===== config.mk =====
export PLATFORM = sky130hd
export DESIGN_NAME = neuron_train_ctrl_flat
export DESIGN_NICKNAME = d
export VERILOG_FILES = /design/src/rtl/neuron_train_ctrl_pkg.sv /design/src/rtl/neuron_train_ctrl_if.sv /design/src/rtl/neuron_train_ctrl_ack_watchdog.sv /design/src/rtl/neuron_train_ctrl.sv /design/src/flat_wrapper.sv
export SDC_FILE = /design/constraint.sdc
export NUM_CORES = 1
export LEC_CHECK = 0
export ABC_AREA = 1
export BUFFER_PORTS_ARGS = -buffer_cell sky130_fd_sc_hd__buf_2
export CAP_MARGIN = 20
export CORE_MARGIN = 10
export CORE_UTILIZATION = 51
export DETAILED_ROUTE_END_ITERATION = 12
export PLACE_DENSITY = 0.78
export SLEW_MARGIN = 20
export SYNTH_ARGS = -nofsm -noshare
export SYNTH_HDL_FRONTEND = slang
export SYNTH_HIERARCHICAL = 1
export SYNTH_SLANG_ARGS = --single-unit

===== constraint.sdc =====
create_clock -name clk -period 1.7 [get_ports clk]
set_clock_uncertainty 0.2 [all_clocks]
set_input_delay 0.17 -clock clk [delete_from_list [all_inputs] [get_ports clk]]
set_output_delay 0.17 -clock clk [all_outputs]
set_load 0.02 [all_outputs]

===== src/rtl/neuron_train_ctrl_pkg.sv =====
// Shared types for the perceptron training controller: state encoding,
// default sizing constants and the Moore output decode.
package neuron_ctrl_pkg;

    typedef enum logic [3:0] {
        S_IDLE  = 4'd0,
        S_CLR   = 4'd1,
        S_LOADN = 4'd2,
        S_EPOCH = 4'd3,
        S_CHECK = 4'd4,
        S_FETCH = 4'd5,
        S_EVAL  = 4'd6,
        S_NEXT  = 4'd7,
        S_DONE  = 4'd8
    } state_e;

    localparam int DEF_MAX_EPOCHS  = 64;
    localparam int DEF_EPOCH_W     = 8;
    localparam int DEF_ACK_TIMEOUT = 255;

    // Outputs that depend on state alone; registered alongside the state.
    typedef struct packed {
        logic busy;
        logic done;
        logic sample_req;
        logic reset;
        logic n_reset;
        logic ld_n;
        logic ld_flag;
        logic flag_reset;
        logic counter_en;
        logic counter_reset;
    } ctrl_t;

    function automatic ctrl_t moore_decode(state_e s);
        ctrl_t c;
        c      = '0;
        c.busy = (s != S_IDLE);
        case (s)
            S_CLR: begin
                c.reset   = 1'b1;
                c.n_reset = 1'b1;
            end
            S_LOADN: c.ld_n = 1'b1;
            S_EPOCH: begin
                c.counter_reset = 1'b1;
                c.flag_reset    = 1'b1;
            end
            S_FETCH: c.sample_req = 1'b1;
            S_EVAL:  c.ld_flag    = 1'b1;
            S_NEXT:  c.counter_en = 1'b1;
            S_DONE:  c.done       = 1'b1;
            default: ;
        endcase
        return c;
    endfunction

endpackage


===== src/rtl/neuron_train_ctrl_if.sv =====
// Controller <-> neuron datapath / sample source bundle.
// master = controller side, slave = datapath + sample source side.
interface neuron_train_ctrl_if;
    logic sampleReq;
    logic sampleAck;
    logic yEqualt;
    logic flagEOF;
    logic reset;
    logic nReset;
    logic ldRegN;
    logic ldRegx1;
    logic ldRegx2;
    logic ldRegT;
    logic ldRegW1;
    logic ldRegW2;
    logic ldRegB;
    logic ldRegFlag;
    logic flagReset;
    logic counterEn;
    logic counterReset;

    modport master (
        output sampleReq, reset, nReset, ldRegN, ldRegx1, ldRegx2, ldRegT,
               ldRegW1, ldRegW2, ldRegB, ldRegFlag, flagReset, counterEn,
               counterReset,
        input  sampleAck, yEqualt, flagEOF
    );

    modport slave (
        input  sampleReq, reset, nReset, ldRegN, ldRegx1, ldRegx2, ldRegT,
               ldRegW1, ldRegW2, ldRegB, ldRegFlag, flagReset, counterEn,
               counterReset,
        output sampleAck, yEqualt, flagEOF
    );
endinterface


===== src/rtl/neuron_train_ctrl_ack_watchdog.sv =====
// Sample-ack watchdog: cleared on load, counts cycles waiting for ack,
// flags expiry on the cycle the count reaches LIMIT.
module neuron_ack_watchdog #(
    parameter int LIMIT = 255
) (
    input  logic clk,
    input  logic rst,
    input  logic load_i,
    input  logic count_i,
    output logic expire_o
);
    localparam int W = (LIMIT > 1) ? $clog2(LIMIT) : 1;

    logic [W-1:0] count_q;

    // Expiry is flagged on the LIMIT-th waiting cycle so the FSM leaves
    // FETCH exactly LIMIT cycles after entering it.
    assign expire_o = count_i && (count_q == W'(LIMIT - 1));

    // Wait-cycle counter; wrap after expiry is harmless since FETCH is left.
    always_ff @(posedge clk) begin
        if (rst || load_i) begin
            count_q <= '0;
        end else if (count_i) begin
            count_q <= count_q + 1'b1;
        end
    end
endmodule


===== src/rtl/neuron_train_ctrl.sv =====
// Perceptron training sequencer. Optional ack watchdog enabled by
// defining NEURON_CTRL_TIMEOUT_EN (adds ACK_TIMEOUT and timeoutErr).
module neuron_train_ctrl
    import neuron_ctrl_pkg::*;
#(
    parameter int MAX_EPOCHS  = DEF_MAX_EPOCHS,
    parameter int EPOCH_W     = DEF_EPOCH_W
`ifdef NEURON_CTRL_TIMEOUT_EN
    ,
    parameter int ACK_TIMEOUT = DEF_ACK_TIMEOUT
`endif
) (
    input  logic               clk,
    input  logic               rst,
    input  logic               start,
    output logic               busy,
    output logic               done,
    output logic               converged,
    output logic [EPOCH_W-1:0] epochCount,
`ifdef NEURON_CTRL_TIMEOUT_EN
    output logic               timeoutErr,
`endif
    neuron_train_ctrl_if.master dp
);
    state_e             state_q, state_d;
    ctrl_t              ctrl_q;
    logic [EPOCH_W-1:0] epoch_q, epoch_d;
    logic               conv_q, conv_d;
    logic               err_q, err_d;

`ifdef NEURON_CTRL_TIMEOUT_EN
    logic timeout_q, timeout_d;
    logic wd_expire;

    neuron_ack_watchdog #(.LIMIT(ACK_TIMEOUT)) u_wd (
        .clk      (clk),
        .rst      (rst),
        .load_i   ((state_d == S_FETCH) && (state_q != S_FETCH)),
        .count_i  ((state_q == S_FETCH) && !dp.sampleAck),
        .expire_o (wd_expire)
    );

    assign timeoutErr = timeout_q;
`endif

    // Next-state and run-status update.
    always_comb begin
        state_d = state_q;
        epoch_d = epoch_q;
        conv_d  = conv_q;
        err_d   = err_q;
`ifdef NEURON_CTRL_TIMEOUT_EN
        timeout_d = timeout_q;
`endif
        case (state_q)
            S_IDLE:  if (start) state_d = S_CLR;
            S_CLR: begin
                epoch_d = '0;
                conv_d  = 1'b0;
`ifdef NEURON_CTRL_TIMEOUT_EN
                timeout_d = 1'b0;
`endif
                state_d = S_LOADN;
            end
            S_LOADN: state_d = S_EPOCH;
            S_EPOCH: begin
                err_d   = 1'b0;
                state_d = S_CHECK;
            end
            S_CHECK: begin
                if (!dp.flagEOF) begin
                    state_d = S_FETCH;
                end else if (!err_q) begin
                    conv_d  = 1'b1;
                    state_d = S_DONE;
                end else if (epoch_q == EPOCH_W'(MAX_EPOCHS - 1)) begin
                    epoch_d = epoch_q + 1'b1;
                    state_d = S_DONE;
                end else begin
                    epoch_d = epoch_q + 1'b1;
                    state_d = S_EPOCH;
                end
            end
            S_FETCH: begin
                if (dp.sampleAck) begin
                    state_d = S_EVAL;
                end
`ifdef NEURON_CTRL_TIMEOUT_EN
                else if (wd_expire) begin
                    timeout_d = 1'b1;
                    state_d   = S_DONE;
                end
`endif
            end
            S_EVAL: begin
                if (!dp.yEqualt) err_d = 1'b1;
                state_d = S_NEXT;
            end
            S_NEXT:  state_d = S_CHECK;
            S_DONE:  state_d = S_IDLE;
            default: state_d = S_IDLE;
        endcase
    end

    // State, registered Moore outputs and run status.
    always_ff @(posedge clk) begin
        if (rst) begin
            state_q <= S_IDLE;
            ctrl_q  <= '0;
            epoch_q <= '0;
            conv_q  <= 1'b0;
            err_q   <= 1'b0;
`ifdef NEURON_CTRL_TIMEOUT_EN
            timeout_q <= 1'b0;
`endif
        end else begin
            state_q <= state_d;
            ctrl_q  <= moore_decode(state_d);
            epoch_q <= epoch_d;
            conv_q  <= conv_d;
            err_q   <= err_d;
`ifdef NEURON_CTRL_TIMEOUT_EN
            timeout_q <= timeout_d;
`endif
        end
    end

    assign busy       = ctrl_q.busy;
    assign done       = ctrl_q.done;
    assign converged  = conv_q;
    assign epochCount = epoch_q;

    assign dp.sampleReq    = ctrl_q.sample_req;
    assign dp.reset        = ctrl_q.reset;
    assign dp.nReset       = ctrl_q.n_reset;
    assign dp.ldRegN       = ctrl_q.ld_n;
    assign dp.ldRegFlag    = ctrl_q.ld_flag;
    assign dp.flagReset    = ctrl_q.flag_reset;
    assign dp.counterEn    = ctrl_q.counter_en;
    assign dp.counterReset = ctrl_q.counter_reset;

    // Sample capture happens in the ack cycle itself; weight update strobes
    // follow the live compare result during EVAL.
    assign dp.ldRegx1 = (state_q == S_FETCH) && dp.sampleAck;
    assign dp.ldRegx2 = (state_q == S_FETCH) && dp.sampleAck;
    assign dp.ldRegT  = (state_q == S_FETCH) && dp.sampleAck;
    assign dp.ldRegW1 = (state_q == S_EVAL) && !dp.yEqualt;
    assign dp.ldRegW2 = (state_q == S_EVAL) && !dp.yEqualt;
    assign dp.ldRegB  = (state_q == S_EVAL) && !dp.yEqualt;
endmodule


===== src/flat_wrapper.sv =====
// flat-port wrapper written by rule: the top's interface ports become plain ports
module neuron_train_ctrl_flat import neuron_ctrl_pkg::*;
#(
    parameter int MAX_EPOCHS  = DEF_MAX_EPOCHS,
    parameter int EPOCH_W     = DEF_EPOCH_W

)
  (clk, rst, start, busy, done, converged, epochCount, dp_sampleReq, dp_reset, dp_nReset, dp_ldRegN, dp_ldRegx1, dp_ldRegx2, dp_ldRegT, dp_ldRegW1, dp_ldRegW2, dp_ldRegB, dp_ldRegFlag, dp_flagReset, dp_counterEn, dp_counterReset, dp_sampleAck, dp_yEqualt, dp_flagEOF);
  neuron_train_ctrl_if dp_i ();
  input  logic clk;
  input  logic rst;
  input  logic start;
  output logic busy;
  output logic done;
  output logic converged;
  output logic [EPOCH_W-1:0] epochCount;
  output wire logic [$bits(dp_i.sampleReq)-1:0] dp_sampleReq;
  output wire logic [$bits(dp_i.reset)-1:0] dp_reset;
  output wire logic [$bits(dp_i.nReset)-1:0] dp_nReset;
  output wire logic [$bits(dp_i.ldRegN)-1:0] dp_ldRegN;
  output wire logic [$bits(dp_i.ldRegx1)-1:0] dp_ldRegx1;
  output wire logic [$bits(dp_i.ldRegx2)-1:0] dp_ldRegx2;
  output wire logic [$bits(dp_i.ldRegT)-1:0] dp_ldRegT;
  output wire logic [$bits(dp_i.ldRegW1)-1:0] dp_ldRegW1;
  output wire logic [$bits(dp_i.ldRegW2)-1:0] dp_ldRegW2;
  output wire logic [$bits(dp_i.ldRegB)-1:0] dp_ldRegB;
  output wire logic [$bits(dp_i.ldRegFlag)-1:0] dp_ldRegFlag;
  output wire logic [$bits(dp_i.flagReset)-1:0] dp_flagReset;
  output wire logic [$bits(dp_i.counterEn)-1:0] dp_counterEn;
  output wire logic [$bits(dp_i.counterReset)-1:0] dp_counterReset;
  input wire logic [$bits(dp_i.sampleAck)-1:0] dp_sampleAck;
  input wire logic [$bits(dp_i.yEqualt)-1:0] dp_yEqualt;
  input wire logic [$bits(dp_i.flagEOF)-1:0] dp_flagEOF;
  assign dp_sampleReq = dp_i.sampleReq;
  assign dp_reset = dp_i.reset;
  assign dp_nReset = dp_i.nReset;
  assign dp_ldRegN = dp_i.ldRegN;
  assign dp_ldRegx1 = dp_i.ldRegx1;
  assign dp_ldRegx2 = dp_i.ldRegx2;
  assign dp_ldRegT = dp_i.ldRegT;
  assign dp_ldRegW1 = dp_i.ldRegW1;
  assign dp_ldRegW2 = dp_i.ldRegW2;
  assign dp_ldRegB = dp_i.ldRegB;
  assign dp_ldRegFlag = dp_i.ldRegFlag;
  assign dp_flagReset = dp_i.flagReset;
  assign dp_counterEn = dp_i.counterEn;
  assign dp_counterReset = dp_i.counterReset;
  assign dp_i.sampleAck = dp_sampleAck;
  assign dp_i.yEqualt = dp_yEqualt;
  assign dp_i.flagEOF = dp_flagEOF;
  neuron_train_ctrl #(.MAX_EPOCHS(MAX_EPOCHS), .EPOCH_W(EPOCH_W)) u_core (.clk(clk), .rst(rst), .start(start), .busy(busy), .done(done), .converged(converged), .epochCount(epochCount), .dp(dp_i));
endmodule

==> results.txt, run 1 <==
final hold violation count: 0
htree depth: 1
port buffer count: 30
slowest cell on the critical path: dfxtp_4
layout cell share with drive strength beyond 1: 36.5%
clock root buffer: clkbuf_4
relative slew slack: 83.0%
final setup vio count: 0
WS Path Type: register to output pin
Initial Util: 52.7%
Avg Synthesized Cell Area: 7.33 um^2
vias per inst: 4.99
fmax: 606 MHz
final wirelength: 2800 um
Setup WS post-layout: 0.0494 ns
crit-path max FO: 4
Synthesis Warnings: 6
DP HPWL: 2080 um
chip height: 67.4 um
Seq cells post-synth: 22
clock buffer count from CTS: 3
hold depth: 5
Lkg Pwr: 0.741 nW
Layout Nets: 201
Clk Latency, worst-skew pair: 0.30 ns
global-route wire length before repair: 4530 um
net switching power: 0.320 mW
num rows: 17
Gate power share: 22.9%
Max IR drop VDD: 0.510 mV
sequential share of power: 54.9%
CTS Buffer Depth: 2
unrepaired setup endpoints after global routing: yes
Worst Reg-to-Reg Cells: 5
CTS tree: yes
Total GRT Usage: 12.6%
Die X: 67.4 um
crit-path cells: inv_2 > nor2_4 > nand3_4 > inv_2 > buf_4
Post-Syn Area: 0.00114 mm^2
Cell Pwr Density: 691 mW/mm^2
GPL Wtd Cong: 0.865
reg2reg start: u_core/state_q[0]
Worst Path Buf+Inv: 3
outcome: completed
via count: 1098
Overall Power: 1.01 mW
vias in the first global route: 1032
Synth Instances: 156
most used cell, CP: inv_2
min cycle time layout: 1.65 ns
setup slack, reg-to-reg: 0.05 ns
max-cap violations: 0
Post-Route Setup TNS: 0 ns
DR WL/cell: 12.7 um
Slew Viols, Final: 0
P_int: 0.694 mW
period utilization: 97.1%
Crit. End Element: output pin
clk sinks: 22
Initial DRT Pass Iterations: 4
final core utilization: 67.7%
Req. time, crit path: 1.33 ns
WP data arrival: 1.28 ns
CTS clk-pin slew, worst paths: 0.11 ns
Post-Place Setup Slack: 0.0973 ns
IO Pins: 31
startpoint types: register
Clock Power Share: 22.2%
Mapped Nets: 163
Syn-to-layout area delta: 28.4%
Slew @ Worst Pin: 0.254 ns
Starting DRT DRC Count: 33
HP Start: dp_flagEOF
grt ovf: 0
Remaining DRCs: 0
HP Class: primary input to register
register area share after synthesis: 38.5%
sw frac: 31.6%
Antenna Nets Post-Route: 0
Antenna diodes: 0
Yosys cell types: 26
CP peak stage delay: 0.39 ns
core area: 0.00217 mm^2
initial antenna violation count: 0
crit path from: u_core/state_q[0]
Crit path max-delay family: flip-flops
die area: 0.00454 mm^2
WHS: 0.169 ns
pin count of the biggest net entering global routing: 14
WP depth: 5
registers in the layout, indices dropped and copies added (netlist names):
name	flops
u_core/state_q	4
u_core/dp.ldRegFlag	1
u_core/busy	1
u_core/converged	1
u_core/dp.counterReset	1
u_core/dp.reset	1
u_core/dp.ldRegN	1
u_core/epochCount	8
u_core/err_q	1
u_core/done	1
u_core/dp.sampleReq	1
u_core/dp.counterEn	1
power groups by stage:
stage,logic (mW),registers (mW),clock network (mW)
after floorplan,0.148,0.582,0
after global placement,0.205,0.567,0
after detailed placement,0.209,0.568,0
after CTS,0.221,0.559,0.234
after global routing,0.258,0.560,0.258
final,0.232,0.557,0.225
path summary, 6_finish.rpt:
kind / endpoint
setup / recovery: dp_ldRegx2
hold / removal: u_core/state_q[3]
setup reg to reg: u_core/dp.ldRegFlag
hold reg to reg: u_core/converged
logic make-up (layout without fill, tap and decap cells):
logic type               count (synthesis)  in the layout  share of synthesized area (%)
buffers and inverters                   32             68                           13.5
flip-flops                              22             22                           38.5
AND/OR/NAND/NOR                         88             88                           40.4
AO/OA/AOI/OAI                           13             13                           6.57
adder cells (fa/ha/maj)                  1              1                           1.09
cells in the mapped netlist (all sizes together):
| master | number | area [um^2] |
|---|---|---|
| nor2 | 34 | 180 |
| o21ai | 2 | 10.0 |
| nand2 | 33 | 165 |
| nand3b | 1 | 7.51 |
| nand3 | 14 | 75.1 |
| buf | 6 | 45.0 |
| inv | 25 | 96.4 |
| a211oi | 1 | 7.51 |
| nor3 | 3 | 15.0 |
| o211ai | 1 | 7.51 |
| nor4 | 1 | 6.26 |
| dlymetal6s2s | 1 | 12.5 |
| dfxtp | 22 | 440 |
| a32o | 1 | 10.0 |
| a21oi | 8 | 40.0 |
| ha | 1 | 12.5 |
| nand4 | 2 | 12.5 |
per-stage QoR:
stage	std cells	area, um^2
after global placement	208	1280
final	220	1470
after CTS	217	1370
after global routing	220	1470
after detailed placement	208	1280
after floorplan	156	1140
final cells by class:
class                           count  area, um^2
Fill cell                         192         701
Multi-Input combinational cell    102         602
Sequential cell                    22         458
Timing Repair Buffer               40         255
Inverter                           25        96.3
Tap cell                           28        35.0
Clock buffer                        3        22.5
tightest hold or removal path, stage by stage:
cell and delay [ns]:
buf_2 0.10, inv_1 0.16, nor2_8 0.08, nand2_1 0.09
nor2_1 0.04
cells in the final DEF (no fill, tap or decap), types with 4 or more instances in the layout:
| cell type | instances |
|---|---|
| a21oi_1 | 8 |
| buf_2 | 24 |
| buf_4 | 10 |
| dfxtp_1 | 16 |
| dfxtp_4 | 4 |
| dlygate4sd3_1 | 6 |
| inv_1 | 19 |
| inv_2 | 5 |
| nand2_1 | 27 |
| nand3_1 | 10 |
| nor2_1 | 24 |
| nor2_2 | 5 |
layer usage:
layer	wire [um]	vias up	track usage, %	share of wire (%)
met5	0	-	0	0
met4	38	0	6.41	1.4
met3	232	6	5.12	8.3
met2	1410	33	20.9	50
met1	1120	503	13.7	40
li1	-	556	-	-
timing repair:
action / in CTS / in global routing
endpoints found under the setup margin: 6 / 13
resized for setup: 6 / 24
gates cloned: 0 / 0
buffers inserted: 0 / 3
hold endpoints to repair: 7 / 0
hold buffers: 6 / 0
pin swaps: 0 / 6
No activity file was read; power rests on OpenSTA's default activity.
==> run 2: changes to the inputs <==
--- a/config.mk
+++ b/config.mk
@@ -13,3 +13,3 @@
 export DETAILED_ROUTE_END_ITERATION = 12
-export PLACE_DENSITY = 0.78
+export PLACE_DENSITY = 0.82
 export SLEW_MARGIN = 20
==> constraint.sdc (replaced) <==
create_clock -name clk -period 1.7 [get_ports clk]
set_clock_uncertainty 0.2 [all_clocks]
set_input_delay 0 -clock clk [delete_from_list [all_inputs] [get_ports clk]]
set_output_delay 0 -clock clk [all_outputs]
set_load 0.02 [all_outputs]
==> run 2 against run 1 <==
Against the previous run:
- sequential cell count unchanged
- core utilization is 5.5 points lower
- sequential power barely moved
- setup slack gained 0.058 ns
- non-clock buffer count shrank 5
- clock-buffer cell count unchanged
- wire length is 8.3% lower
- cell area shrank 8.1%
- critical endpoint is now u_core/busy
- largest power group unchanged
==> results.txt, run 2 (synthesized netlist as in run 1, its figures left out) <==
Req. time, crit path: 1.69 ns (+0.36 ns)
max reg flops: 8 (unchanged)
Antenna Nets Post-Route: 0 (unchanged)
HP Start: dp_flagEOF
net switching power: 0.309 mW (-3.4%)
commonest cells after routing, fill and taps aside: buf_2, nand2_1, nor2_1, inv_1, dfxtp_1
grt ovf: 0 (unchanged)
vias in the first global route: 1061 (+2.8%)
min cycle time layout: 1.59 ns (-0.0583 ns)
clock root buffer: clkbuf_4
IO Pins: 31 (unchanged)
Clock Power Share: 22.8% (+0.6 points)
Antenna diodes: 0 (unchanged)
Remaining DRCs: 0 (unchanged)
via count: 1070 (-2.6%)
HP Class: primary input to register
period utilization: 93.7% (-3.4 points)
htree depth: 1 (unchanged)
unrepaired setup endpoints after global routing: yes
P_int: 0.689 mW (-0.75%)
reg2reg start: u_core/epochCount[0]
crit path from: u_core/epochCount[0]
commonest non-fill, non-tap cell in the layout: buf_2
Starting DRT DRC Count: 56 (+70%)
final hold violation count: 0 (unchanged)
CTS tree: yes
Setup WS post-layout: 0.108 ns (+0.0583 ns)
max-cap violations: 0 (unchanged)
chip height: 67.4 um (unchanged)
Crit. End Element: register
Lkg Pwr: 0.720 nW (-2.9%)
Filler cells: 207 (+7.8%)
pin count of the biggest net entering global routing: 14 (unchanged)
Clk Latency, worst-skew pair: 0.30 ns (about the same)
fmax: 628 MHz (+3.7%)
crit-path max FO: 7 (+3)
port buffer count: 30 (unchanged)
Cell Pwr Density: 739 mW/mm^2 (+7.1%)
layout cell share with drive strength beyond 1: 28.3% (-8.1 points)
initial antenna violation count: 0 (unchanged)
final wirelength: 2570 um (-8.3%)
GPL Wtd Cong: 0.849 (-1.9%)
Initial Util: 52.7% (unchanged)
global-route wire length before repair: 4200 um (-7.3%)
Total GRT Usage: 11.5% (-1.1 points)
die area: 0.00454 mm^2 (unchanged)
sw frac: 31.0% (-0.59 points)
startpoint types: register
core area: 0.00217 mm^2 (unchanged)
WS Path Type: register to register
Post-Route Setup TNS: 0 ns (unchanged)
Syn-to-layout area delta: 18.1%
vias per inst: 4.98 (-0.28%)
sequential share of power: 55.6% (+0.7 points)
CTS Buffer Depth: 2 (unchanged)
clk sinks: 22 (unchanged)
outcome: completed
relative slew slack: 82.2% (-0.84 points)
CTS clk-pin slew, worst paths: 0.11 ns (about the same)
clock buffer count from CTS: 3 (unchanged)
Slew Viols, Final: 0 (unchanged)
DR WL/cell: 11.9 um (-6.2%)
Max IR drop VDD: 0.550 mV (+7.8%)
Post-Place Setup Slack: 0.102 ns (+0.00461 ns)
Die X: 67.4 um (unchanged)
Slew @ Worst Pin: 0.267 ns (+0.0132 ns)
Layout Nets: 196 (-2.5%)
Initial DRT Pass Iterations: 4 (unchanged)
DP HPWL: 2050 um (-1.3%)
num rows: 17 (unchanged)
Overall Power: 0.998 mW (-1.6%)
WHS: 0.00520 ns (-0.164 ns)
final setup vio count: 0 (unchanged)
WP data arrival: 1.59 ns (+0.31 ns)
Gate power share: 21.6% (-1.3 points)
[run 2: changes by cell type in the layout (fill, tap and decap cells not counted), moves of 3 or more]
cell,before,now
inv_1,19,22
buf_4,10,1
dfxtp_4,4,1
inv_2,5,2
nor2_1,24,27
nand3_1,10,13
dfxtp_1,16,19
buf_2,24,30
[run 2: timing repair]
action,in CTS,in global routing
setup buffers,0,0
setup endpoints to repair,0,8
hold buffers,4,0
gates resized for setup,0,4
hold endpoints to repair,12,0
[run 2: layout make-up]
cell class                 count  area [um^2]  area share, %
clock buffer                   3         22.5           1.67
inverter                      25         96.3           7.14
multi-input combinational    102          552           40.9
sequential                    22          447           33.1
tap                           28         35.0           2.60
timing repair buffer          35          198           14.6
[run 2: metrics by stage]
| stage | utilization [%] | cells | instance area (um^2) |
|---|---|---|---|
| after global placement | 59.0 | 208 | 1280 |
| after detailed placement | 59.0 | 208 | 1280 |
| after CTS | 61.9 | 215 | 1340 |
| final | 62.2 | 215 | 1350 |
| after floorplan | - | 156 | 1140 |
| after global routing | 62.2 | 215 | 1350 |
[run 2: critical path: stages (launching register included)]
cell and delay (ns):
dfxtp_4 0.39, ha_1 0.17, nand2_1 0.10, nor2_2 0.11
nand3_1 0.13, nand3_1 0.12, nand2_1 0.10, nor2_1 0.10
a21oi_1 0.06
[run 2: per-layer routing]
| metal | wire [um] | GRT usage [%] | vias to the layer above | share of wire (%) |
|---|---|---|---|---|
| met3 | 179 | 3.14 | 4 | 7.0 |
| met5 | 0 | 0 | - | 0 |
| met4 | 31 | 5.64 | 0 | 1.2 |
| li1 | - | - | 548 | - |
| met2 | 1260 | 20.9 | 31 | 49 |
| met1 | 1090 | 12.1 | 487 | 42 |
[run 2: worst paths after layout]
path,to,slack (ns),cells after the start
hold / removal,u_core/epochCount[1],0.005,5
setup / recovery,u_core/busy,0.11,8
setup reg to reg,u_core/busy,0.11,8
hold reg to reg,u_core/epochCount[0],0.28,1
[run 2: power groups by stage]
| stage | registers [mW] | logic (mW) | clock network (mW) |
|---|---|---|---|
| detailed placement | 0.567 | 0.209 | 0 |
| global route | 0.558 | 0.239 | 0.253 |
| global placement | 0.567 | 0.204 | 0 |
| floorplan | 0.582 | 0.148 | 0 |
| finish | 0.555 | 0.215 | 0.228 |
| CTS | 0.556 | 0.216 | 0.233 |
==> run 3: changes to the inputs <==
Settings changed: RECOVER_POWER set to 50.
==> run 3 against run 2 <==
Against the previous run:
- via count shrank 1.0%
- final cell count is the same
- sequential power is essentially flat
- register-to-register slack about the same
- sequential cell count stayed put
- non-clock buffer count unchanged
- combinational power is 2% lower
- first-iteration DRC count is 25% lower
- critical path type unchanged
- largest power group unchanged
==> results.txt, run 3 (synthesized netlist as in run 1, its figures left out) <==
outcome: completed
pin count of the biggest net entering global routing: 14 (unchanged)
HP Class: primary input to register
core area: 0.00217 mm^2 (unchanged)
Crit. End Element: register
Die X: 67.4 um (unchanged)
clk sinks: 22 (unchanged)
grt met3 use: 3.14% (unchanged)
unrepaired setup endpoints after global routing: yes
CTS tree: yes
DR WL/cell: 11.9 um (-0.35%)
Initial Util: 52.7% (unchanged)
fmax: 627 MHz (about the same)
htree depth: 1 (unchanged)
num rows: 17 (unchanged)
clock buffer count from CTS: 3 (unchanged)
Clk Latency, worst-skew pair: 0.30 ns (about the same)
die area: 0.00454 mm^2 (unchanged)
WS Path Type: register to register
vias per inst: 4.93 (-1.0%)
WHS: 0.00550 ns (+0.000301 ns)
vias in the first global route: 1061 (unchanged)
via count: 1059 (-1.0%)
Max IR drop VDD: 0.550 mV (about the same)
period utilization: 93.8% (about the same)
final setup vio count: 0 (unchanged)
GRT met1 Usage: 12.1% (unchanged)
CTS Buffer Depth: 2 (unchanged)
WP data arrival: 1.59 ns (about the same)
CP peak stage delay: 0.39 ns (about the same)
reg2reg start: u_core/epochCount[0]
Slew Viols, Final: 0 (unchanged)
IO Pins: 31 (unchanged)
global-route wire length before repair: 4200 um (unchanged)
clock root buffer: clkbuf_4
Antenna diodes: 0 (unchanged)
Initial DRT Pass Iterations: 4 (unchanged)
relative slew slack: 82.1% (about the same)
slowest cell on the critical path: dfxtp_4
port buffer count: 30 (unchanged)
GR peak layer: met2
Remaining DRCs: 0 (unchanged)
grt met2 use: 20.9% (unchanged)
commonest cells after routing, fill and taps aside: nand2_1, nor2_1, inv_1, dfxtp_1, buf_2
GPL Wtd Cong: 0.849 (unchanged)
startpoint types: register
Cell Pwr Density: 744 mW/mm^2 (+0.69%)
Layout Nets: 196 (unchanged)
min cycle time layout: 1.59 ns (+0.00152 ns)
Starting DRT DRC Count: 42 (-25%)
final hold violation count: 0 (unchanged)
Lkg Pwr: 0.665 nW (-7.6%)
crit-path max FO: 7 (unchanged)
Finished Layout Cells: 215 (unchanged)
max-cap violations: 0 (unchanged)
HP Start: dp_flagEOF
CTS clk-pin slew, worst paths: 0.11 ns (about the same)
Slew @ Worst Pin: 0.268 ns (+0.000431 ns)
commonest non-fill, non-tap cell in the layout: nand2_1
final core utilization: 61.5% (-0.75 points)
Req. time, crit path: 1.69 ns (about the same)
crit-path cells: ha_1 > nand2_1 > nor2_2 > nand3_1 > nand3_1 > nand2_1 > nor2_1 > a21oi_1
max reg flops: 8 (unchanged)
grt ovf: 0 (unchanged)
placed cell count: 208 (unchanged)
crit path from: u_core/epochCount[0]
Filler cells: 213 (+2.9%)
Antenna Nets Post-Route: 0 (unchanged)
Syn-to-layout area delta: 16.6%
initial antenna violation count: 0 (unchanged)
final wirelength: 2560 um (-0.35%)
DP HPWL: 2050 um (unchanged)
layout cell share with drive strength beyond 1: 21.4% (-7.0 points)
chip height: 67.4 um (unchanged)
Total GRT Usage: 11.5% (unchanged)
==> run 3: final timing paths <==
| path | endpoint | slack, ns | cells after the start |
|---|---|---|---|
| setup / recovery | u_core/busy | 0.11 | 8 |
| hold / removal | u_core/epochCount[1] | 0.005 | 5 |
| setup reg to reg | u_core/busy | 0.11 | 8 |
| hold reg to reg | u_core/epochCount[0] | 0.28 | 1 |
==> run 3: final cells by class <==
type | instances | area [um^2] | area share (%)
inverters | 25 | 96.3 | 7.22
flip-flops and latches | 22 | 447 | 33.5
repair buffers | 35 | 181 | 13.6
clock buffers | 3 | 22.5 | 1.69
multi-input cells | 102 | 552 | 41.4
well taps | 28 | 35.0 | 2.63
==> run 3: power breakdown <==
group	internal (mW)	leakage [nW]	switching, mW
Combinational	0.0659	0.471	0.145
Clock	0.0825	0.0138	0.144
Sequential	0.536	0.180	0.0198
Total	0.684	0.665	0.309
==> run 3: per-layer routing <==
layer  vias up  wire length, um  share of wire, %
li1        549                -                 -
met1       480             1110                44
met2        26             1270                50
met3         4              142               5.5
met4         0               31               1.2
met5         -                0                 0
==> run 3: stage by stage <==
step	cell area [um^2]	power, mW	TNS (ns)	worst slack, ns
after floorplan	1140	0.730	0	0.00336
after global placement	1280	0.771	0	0.182
after detailed placement	1280	0.776	0	0.102
after CTS	1340	1.01	0	0.0951
after global routing	1330	1.04	-0.00968	-0.00968
final	1330	0.993	0	0.106
==> run 3: worst max-delay path, delay by kind of cell (launching register included) <==
kind	cells	cell delay, ns
fa+ha+maj	1	0.17
simple gates	6	0.66
flops	1	0.39
compound gates	1	0.06
==> run 3: what timing repair did <==
item / CTS / global route
endpoints found under the hold margin: 12 / 0
buffers inserted: 0 / 0
hold buffers: 4 / 0
resized for setup: 0 / 4
setup endpoints to repair: 0 / 8
